File: src/rtl/main_2_pkg.sv
// Shared constants and types for the main_2 BLDC commutation block.
// Hall codes, sector gate vectors and the sector decoder live here.
package main_2_pkg;

   typedef struct packed {
      logic [2:0] hi;
      logic [2:0] lo;
   } gate_t;

   localparam logic [2:0] HALL_S1 = 3'b101;
   localparam logic [2:0] HALL_S2 = 3'b100;
   localparam logic [2:0] HALL_S3 = 3'b110;
   localparam logic [2:0] HALL_S4 = 3'b010;
   localparam logic [2:0] HALL_S5 = 3'b011;
   localparam logic [2:0] HALL_S6 = 3'b001;
   localparam logic [2:0] HALL_NONE = 3'b000;
   localparam logic [2:0] HALL_ALL = 3'b111;

   // hi = {A,B,C}, lo = {AA,BB,CC}
   localparam gate_t G_S1 = gate_t'(6'b100_010);
   localparam gate_t G_S2 = gate_t'(6'b100_001);
   localparam gate_t G_S3 = gate_t'(6'b010_001);
   localparam gate_t G_S4 = gate_t'(6'b010_100);
   localparam gate_t G_S5 = gate_t'(6'b001_100);
   localparam gate_t G_S6 = gate_t'(6'b001_010);
   localparam gate_t G_OFF = gate_t'(6'b000_000);

   function automatic gate_t hall_decode(
      input logic [2:0] h
   );
      gate_t g;
      unique case (1'b1)
         (h == HALL_S1): g = G_S1;
         (h == HALL_S2): g = G_S2;
         (h == HALL_S3): g = G_S3;
         (h == HALL_S4): g = G_S4;
         (h == HALL_S5): g = G_S5;
         (h == HALL_S6): g = G_S6;
         default:        g = G_OFF;
      endcase
      return g;
   endfunction

   function automatic logic hall_valid(
      input logic [2:0] h
   );
      return (h != HALL_NONE) && (h != HALL_ALL);
   endfunction

endpackage

File: src/rtl/main_2_pwm.sv
// PWM generator: free-running counter, duty latched at period end,
// enable high while counter is below the latched duty.
module main_2_pwm
   import main_2_pkg::*;
#(
   parameter int PWM_BITS = 4
) (
   input  logic                i_clk,
   input  logic                i_rst_n,
   input  logic [PWM_BITS-1:0] i_w,
   output logic                o_en
);

   logic [PWM_BITS-1:0] r_cnt;
   logic [PWM_BITS-1:0] r_wq;
   logic                w_last;

   assign w_last = (r_cnt == {PWM_BITS{1'b1}});

   // Counter wraps naturally; duty only updates on the last count.
   always_ff @(posedge i_clk or negedge i_rst_n) begin
      if (!i_rst_n) begin
         r_cnt <= '0;
         r_wq  <= '0;
      end else begin
         r_cnt <= r_cnt + 1'b1;
         if (w_last) r_wq <= i_w;
      end
   end

   assign o_en = (r_cnt < r_wq);

endmodule

File: src/rtl/main_2.sv
// Six-step BLDC commutation: Hall sync, sector decode, dead time,
// high-side PWM gating and registered gate outputs.
module main_2
   import main_2_pkg::*;
#(
   parameter int PWM_BITS    = 4,
   parameter int DEAD_CYCLES = 2
) (
   input  logic                CLK,
   input  logic                RST_N,
   input  logic                H1,
   input  logic                H2,
   input  logic                H3,
   input  logic [PWM_BITS-1:0] W,
   output logic                A,
   output logic                AA,
   output logic                B,
   output logic                BB,
   output logic                C,
   output logic                CC
);

   localparam int DW =
      (DEAD_CYCLES < 1) ? 1 : $clog2(DEAD_CYCLES + 1);
   localparam logic [DW-1:0] DEAD_LD = DW'(DEAD_CYCLES);

   logic [2:0]    r_sync1;
   logic [2:0]    r_sync2;
   logic [2:0]    r_prev;
   logic [DW-1:0] r_dead;
   gate_t         r_gate;

   logic [2:0]    w_hall;
   logic          w_change;
   logic          w_pwm_en;
   logic [DW-1:0] w_dead_nxt;
   gate_t         w_sel;
   gate_t         w_gate_nxt;

   main_2_pwm #(
      .PWM_BITS (PWM_BITS)
   ) u_pwm (
      .i_clk   (CLK),
      .i_rst_n (RST_N),
      .i_w     (W),
      .o_en    (w_pwm_en)
   );

   // Two-flop synchronizer on the raw Hall lines.
   always_ff @(posedge CLK or negedge RST_N) begin
      if (!RST_N) begin
         r_sync1 <= '0;
         r_sync2 <= '0;
      end else begin
         r_sync1 <= {H3, H2, H1};
         r_sync2 <= r_sync1;
      end
   end

   assign w_hall   = r_sync2;
   assign w_change = (w_hall != r_prev);

   // Dead counter reloads on any Hall change, else counts down.
   always_comb begin
      w_dead_nxt = '0;
      if (w_change) begin
         w_dead_nxt = DEAD_LD;
      end else if (r_dead != '0) begin
         w_dead_nxt = r_dead - DW'(1);
      end
   end

   // Next gate vector: off during dead time or invalid code.
   always_comb begin
      w_gate_nxt = G_OFF;
      w_sel      = hall_decode(w_hall);
      if (hall_valid(w_hall) && (w_dead_nxt == '0)) begin
         w_gate_nxt.hi = w_sel.hi & {3{w_pwm_en}};
         w_gate_nxt.lo = w_sel.lo;
      end
   end

   // Previous Hall, dead counter and registered gates.
   always_ff @(posedge CLK or negedge RST_N) begin
      if (!RST_N) begin
         r_prev <= '0;
         r_dead <= '0;
         r_gate <= G_OFF;
      end else begin
         r_prev <= w_hall;
         r_dead <= w_dead_nxt;
         r_gate <= w_gate_nxt;
      end
   end

   assign {A, B, C}    = r_gate.hi;
   assign {AA, BB, CC} = r_gate.lo;

endmodule

File: config.mk
export PLATFORM = sky130hd
export DESIGN_NAME = main_2
export DESIGN_NICKNAME = d
export VERILOG_FILES = /design/src/rtl/main_2_pkg.sv /design/src/rtl/main_2_pwm.sv /design/src/rtl/main_2.sv
export SDC_FILE = /design/constraint.sdc
export NUM_CORES = 1
export LEC_CHECK = 0
export ABC_AREA = 1
export BUFFER_PORTS_ARGS = -buffer_cell sky130_fd_sc_hd__buf_4
export CORE_ASPECT_RATIO = 1.5
export CORE_MARGIN = 2
export CORE_UTILIZATION = 45
export CTS_CLUSTER_DIAMETER = 50
export DETAILED_ROUTE_END_ITERATION = 10
export HOLD_SLACK_MARGIN = 0.06
export MAX_ROUTING_LAYER = met4
export PLACE_DENSITY = 0.7
export REMOVE_ABC_BUFFERS = 1
export SLEW_MARGIN = 10
export SYNTH_ARGS = -nofsm -noshare
export SYNTH_HDL_FRONTEND = slang
export SYNTH_SLANG_ARGS = --single-unit
File: constraint.sdc
create_clock -name CLK -period 2.6 [get_ports CLK]
set_clock_uncertainty 0.05 [all_clocks]
set_input_delay 0.13 -clock CLK [delete_from_list [all_inputs] [get_ports CLK]]
set_output_delay 0.13 -clock CLK [all_outputs]
set_load 0.05 [all_outputs]
# After elaboration in Yosys (flattened, before gate mapping)
# Cells that the tools add are included.
[word_totals]
in_bits = 9
ramBits = 0
regBits = 25
mem_bits_ro = 0
latchBits = 0
word_cells = 30
memories = 0
output_inout_bits = 6
[classes]
mux = 4
shifts = 0
n_mul = 0
n_lt_le_gt_ge = 1
reduce_logical = 5
n_div = 0
n_addsub = 2
eq_ne = 9
bitwise = 1
[ops]
columns = ["op", "count"]
rows = [
  ["6-bit case mux with 6 select lines", 1],
  ["3-bit equality test, second input constant", 3],
  ["3-bit by 2-bit equality test with 1-bit output, second input constant", 2],
  ["6-bit two-way mux", 1],
  ["4-bit by 1-bit adder with 4-bit output, second input constant", 1],
  ["4-bit equality test, second input constant", 1],
  ["4-bit less-than comparator", 1],
  ["2-bit two-way mux", 2],
  ["3-bit bitwise AND", 1],
  ["3-bit by 1-bit equality test with 1-bit output, second input constant", 1],
  ["3-bit != test", 1],
  ["3-bit != test, second input constant", 1],
  ["3-bit nonzero test", 1],
  ["1-bit logical AND", 2],
  ["2-bit logical NOT", 1],
  ["2-bit nonzero test", 1],
  ["2-bit by 1-bit subtractor with 2-bit output, second input constant", 1],
]

# Depth between registers and ports, before layout
[logic_depth]
depth_word = 6
ltp_mapped = 7
depth_no_buf = 7

# Cells and area by module
# From an unflattened synthesis, not the netlist that was laid out.
[hier_totals]
hier_cells = 82
area_unflattened_um2 = 969.7
[modules_own_cells]
columns = ["mod", "n_inst", "seq_area_each_um2", "cells_per_inst", "area_per_inst_um2"]
rows = [
  ["main_2", 1, 425.4, 45, 590.6],
  ["main_2_pwm", 1, 200.2, 37, 379.1],
]

# Least setup slack after synthesis
# Ideal clock, no wire load.
[synth_path]
path_type = "register to register"
startpoint = "register u_pwm.r_cnt[0]"
endpoint = "register u_pwm.r_wq[0]"
arrival_time_ps = 1112
required_time_ps = 2425
path_stages_with_launch = 4
setup_ps = 125
synth_period_minus_slack_ps = 1286
path_buffers = 0
slack_ps = 1314
path_cell_list = "dfrtp_1 ha_1 nand3_1 mux2_2"
[synth_via]
elab_chain_len = 1
[synth_lines]
columns = ["item", "line", "source"]
rows = [
  ["start, declared", "main_2_pwm.sv:14", "logic [PWM_BITS-1:0] r_cnt;"],
  ["start signal, assigned", "main_2_pwm.sv:26", "r_cnt <= r_cnt + 1'b1;"],
  ["4-bit equality test", "main_2_pwm.sv:18", "assign w_last = (r_cnt == {PWM_BITS{1'b1}});"],
  ["end signal, assigned", "main_2_pwm.sv:27", "if (w_last) r_wq <= i_w;"],
  ["end, declared", "main_2_pwm.sv:15", "logic [PWM_BITS-1:0] r_wq;"],
]
# Every way passes these cells.
# A chain may end at the register's enable or synchronous reset.

# Worst setup path after layout
# Ends and elaborated chain as after synthesis.

==> metrics.csv <==
metric,value,unit
reg2reg_to,u_pwm.r_wq[0]$_DFFE_PN0N_,
grtUsageTotal,14.0,%
multi_input_area,304,sq um
first_pass_iters,3,
maxCapViolCount,0,
layout-drive-gt1-share,23.1,%
cts.htree.levels,1,
setup_viol,0,
io_pins,15,
syn_inst,91,
drc,0,
cts_setup_buffers,0,
io_buffer_count,14,
gp_congestion,0.725,
fp.dieH,61.3,um
fp.coreArea,2050,sq um
ys_types,17,
die_w,42.2,um
seq_area_frac_synth,63.5,%
rrSetupSlack,1.20,ns
grt_setup_unrepaired,false,
slew-limit-headroom,79.8,%
dp_hpwl,1020,um
worst_setup_path_start_kind,flip-flop,
ff_latch_area,626,sq um
min_period_over_period,53.8,%
via_per_inst,4.77,
area_growth,24.2,%
grt_max_degree,26,
nFillCells,180,
cts.sinks,25,
setup_tns,0,ns
rows,20,
cts_tree,built,
ys_ff_latch,25,
hp-class,primary input to asynchronous set/reset pin,
numCtsBuffers,3,
drt_iter0_drc,16,
root_buffer,clkbuf_4,
fin_nets,131,
synth_area,986,sq um
die_area,2590,sq um
place_ws,1.24,ns
initial_core_util,48.0,%
n_antenna_cell,0,
path_clk_slew,0.13,ns
avgSynthCellArea,10.8,sq um
antenna_found_initial,0,
path_class,flip-flop to flip-flop,
wirelength,1480,um
hold_violations,0,
slew_viol_final,0,
wl_per_cell,10.7,um
outcome,"complete, no violations",
reg2reg_from,u_pwm.r_cnt[0]$_DFF_PN0_,
end_kind,flip-flop,
cts_hold_repair.buffers,8,
postRouteAntennaNets,0,
min_period,1.40,ns
tightest_slew,0.303,ns
critPathArrivalTime,1.55,ns
cts_max_path_buffers,2,
worst_slack,1.20,ns
rr_worst_depth,3,
grt_pass1_wl,2600,um
grt_pass1_vias,678,
powerDensity,520,nW/um^2
power_leakage,0.669,nW
ys_warn_count,0,
critical_path_required,2.75,ns
overflow,0,
ctsResizeCount,0,
clk_latency,0.30,ns
clock.fmax,715,MHz
vdd.ir_drop.worst,0.000389,V
routed-via-count,663,
path_max_fanout,7,
[area by class of cell]
type,count,share of cell area [%]
clock buffer,4,2.15
inverter,15,4.60
multi-input combinational,51,24.8
sequential,25,51.1
tap,22,2.25
timing repair buffer,22,15.1
[cells in the final DEF, fill, tap and decap left out, types with 3 or more instances in the layout]
cell           instances
a21oi_1                4
ha_1                   4
dfrtp_1               25
inv_1                 13
nor2_1                 9
clkbuf_4               3
dlygate4sd3_1          8
nand3_1                7
buf_4                 14
nand2_1               17
[metal layers]
layer | wire length (um) | GRT usage (%) | up-vias
li1 | - | - | 333
met1 | 581 | 13.7 | 315
met2 | 832 | 26.6 | 13
met3 | 48 | 1.76 | 2
met4 | 21 | 8.04 | 0
met5 | 0 | - | -
[metrics by stage]
stage          utilization [%]  hold WS [ns]  instances  total power [mW]  area (sq um)
6_report                  59.7         0.190        139             0.637          1220
3_3_place_gp              54.5      -0.00804        127             0.469          1120
5_1_grt                   59.7         0.209        139             0.664          1220
2_1_floorplan                -        -0.216         91             0.447           986
4_1_cts                   59.7         0.195        139             0.644          1220
3_5_place_dp              54.5      -0.00132        127             0.471          1120
[worst max path at each step]
| stage | slack, ns | from | end |
|---|---|---|---|
| 6_report | 1.20 | u_pwm.r_cnt[0]$_DFF_PN0_ | u_pwm.r_wq[0]$_DFFE_PN0N_ |
| 2_1_floorplan | 1.31 | u_pwm.r_cnt[0]$_DFF_PN0_ | u_pwm.r_wq[0]$_DFFE_PN0N_ |
| 3_3_place_gp | 1.28 | u_pwm.r_cnt[0]$_DFF_PN0_ | u_pwm.r_wq[0]$_DFFE_PN0N_ |
| 3_5_place_dp | 1.24 | u_pwm.r_cnt[0]$_DFF_PN0_ | u_pwm.r_wq[0]$_DFFE_PN0N_ |
| 5_1_grt | 1.17 | u_pwm.r_cnt[1]$_DFF_PN0_ | u_pwm.r_wq[0]$_DFFE_PN0N_ |
| 4_1_cts | 1.22 | u_pwm.r_cnt[0]$_DFF_PN0_ | u_pwm.r_wq[0]$_DFFE_PN0N_ |
[registers in the layout (all words and copies together) (netlist names), 2 cells and up]
register     count
r_sync1          3
r_prev           3
u_pwm.r_cnt      4
r_dead           2
u_pwm.r_wq       4
r_sync2          3
[worst max-delay path, cell delays in order, from the launching register on]
cell,delay [ns]
dfrtp_1,0.42
ha_1,0.23
nand3_1,0.23
mux2_2,0.37
[cell usage after synthesis, drive strengths merged]
| master | count | area share, % |
|---|---|---|
| dfrtp | 25 | 63 |
| nand2 | 19 | 7.7 |
| inv | 15 | 5.7 |
| nor2 | 10 | 4.6 |
| nand3 | 8 | 4.6 |
| a21oi | 4 | 2.0 |
| ha | 4 | 5.1 |
| xnor2 | 2 | 2.5 |
| mux2 | 1 | 1.1 |
| nand4 | 1 | 1.3 |
| nor3 | 1 | 1.0 |
| xor2 | 1 | 0.89 |
[logic make-up after synthesis]
family | count (synthesis) | synth area share (%)
AO/OA/AOI/OAI | 4 | 2.03
flip-flops | 25 | 63.5
XOR/XNOR | 3 | 3.43
AND/OR/NAND/NOR | 39 | 19.2
buffers and inverters | 15 | 5.71
adder cells (fa/ha/maj) | 4 | 5.08
multiplexers | 1 | 1.14
[report_power, final]
part	switching (mW)	internal (mW)
sequential	0.00807	0.402
combinational	0.0329	0.0289
clock	0.105	0.0598
Power figures use the tool's default switching activity.
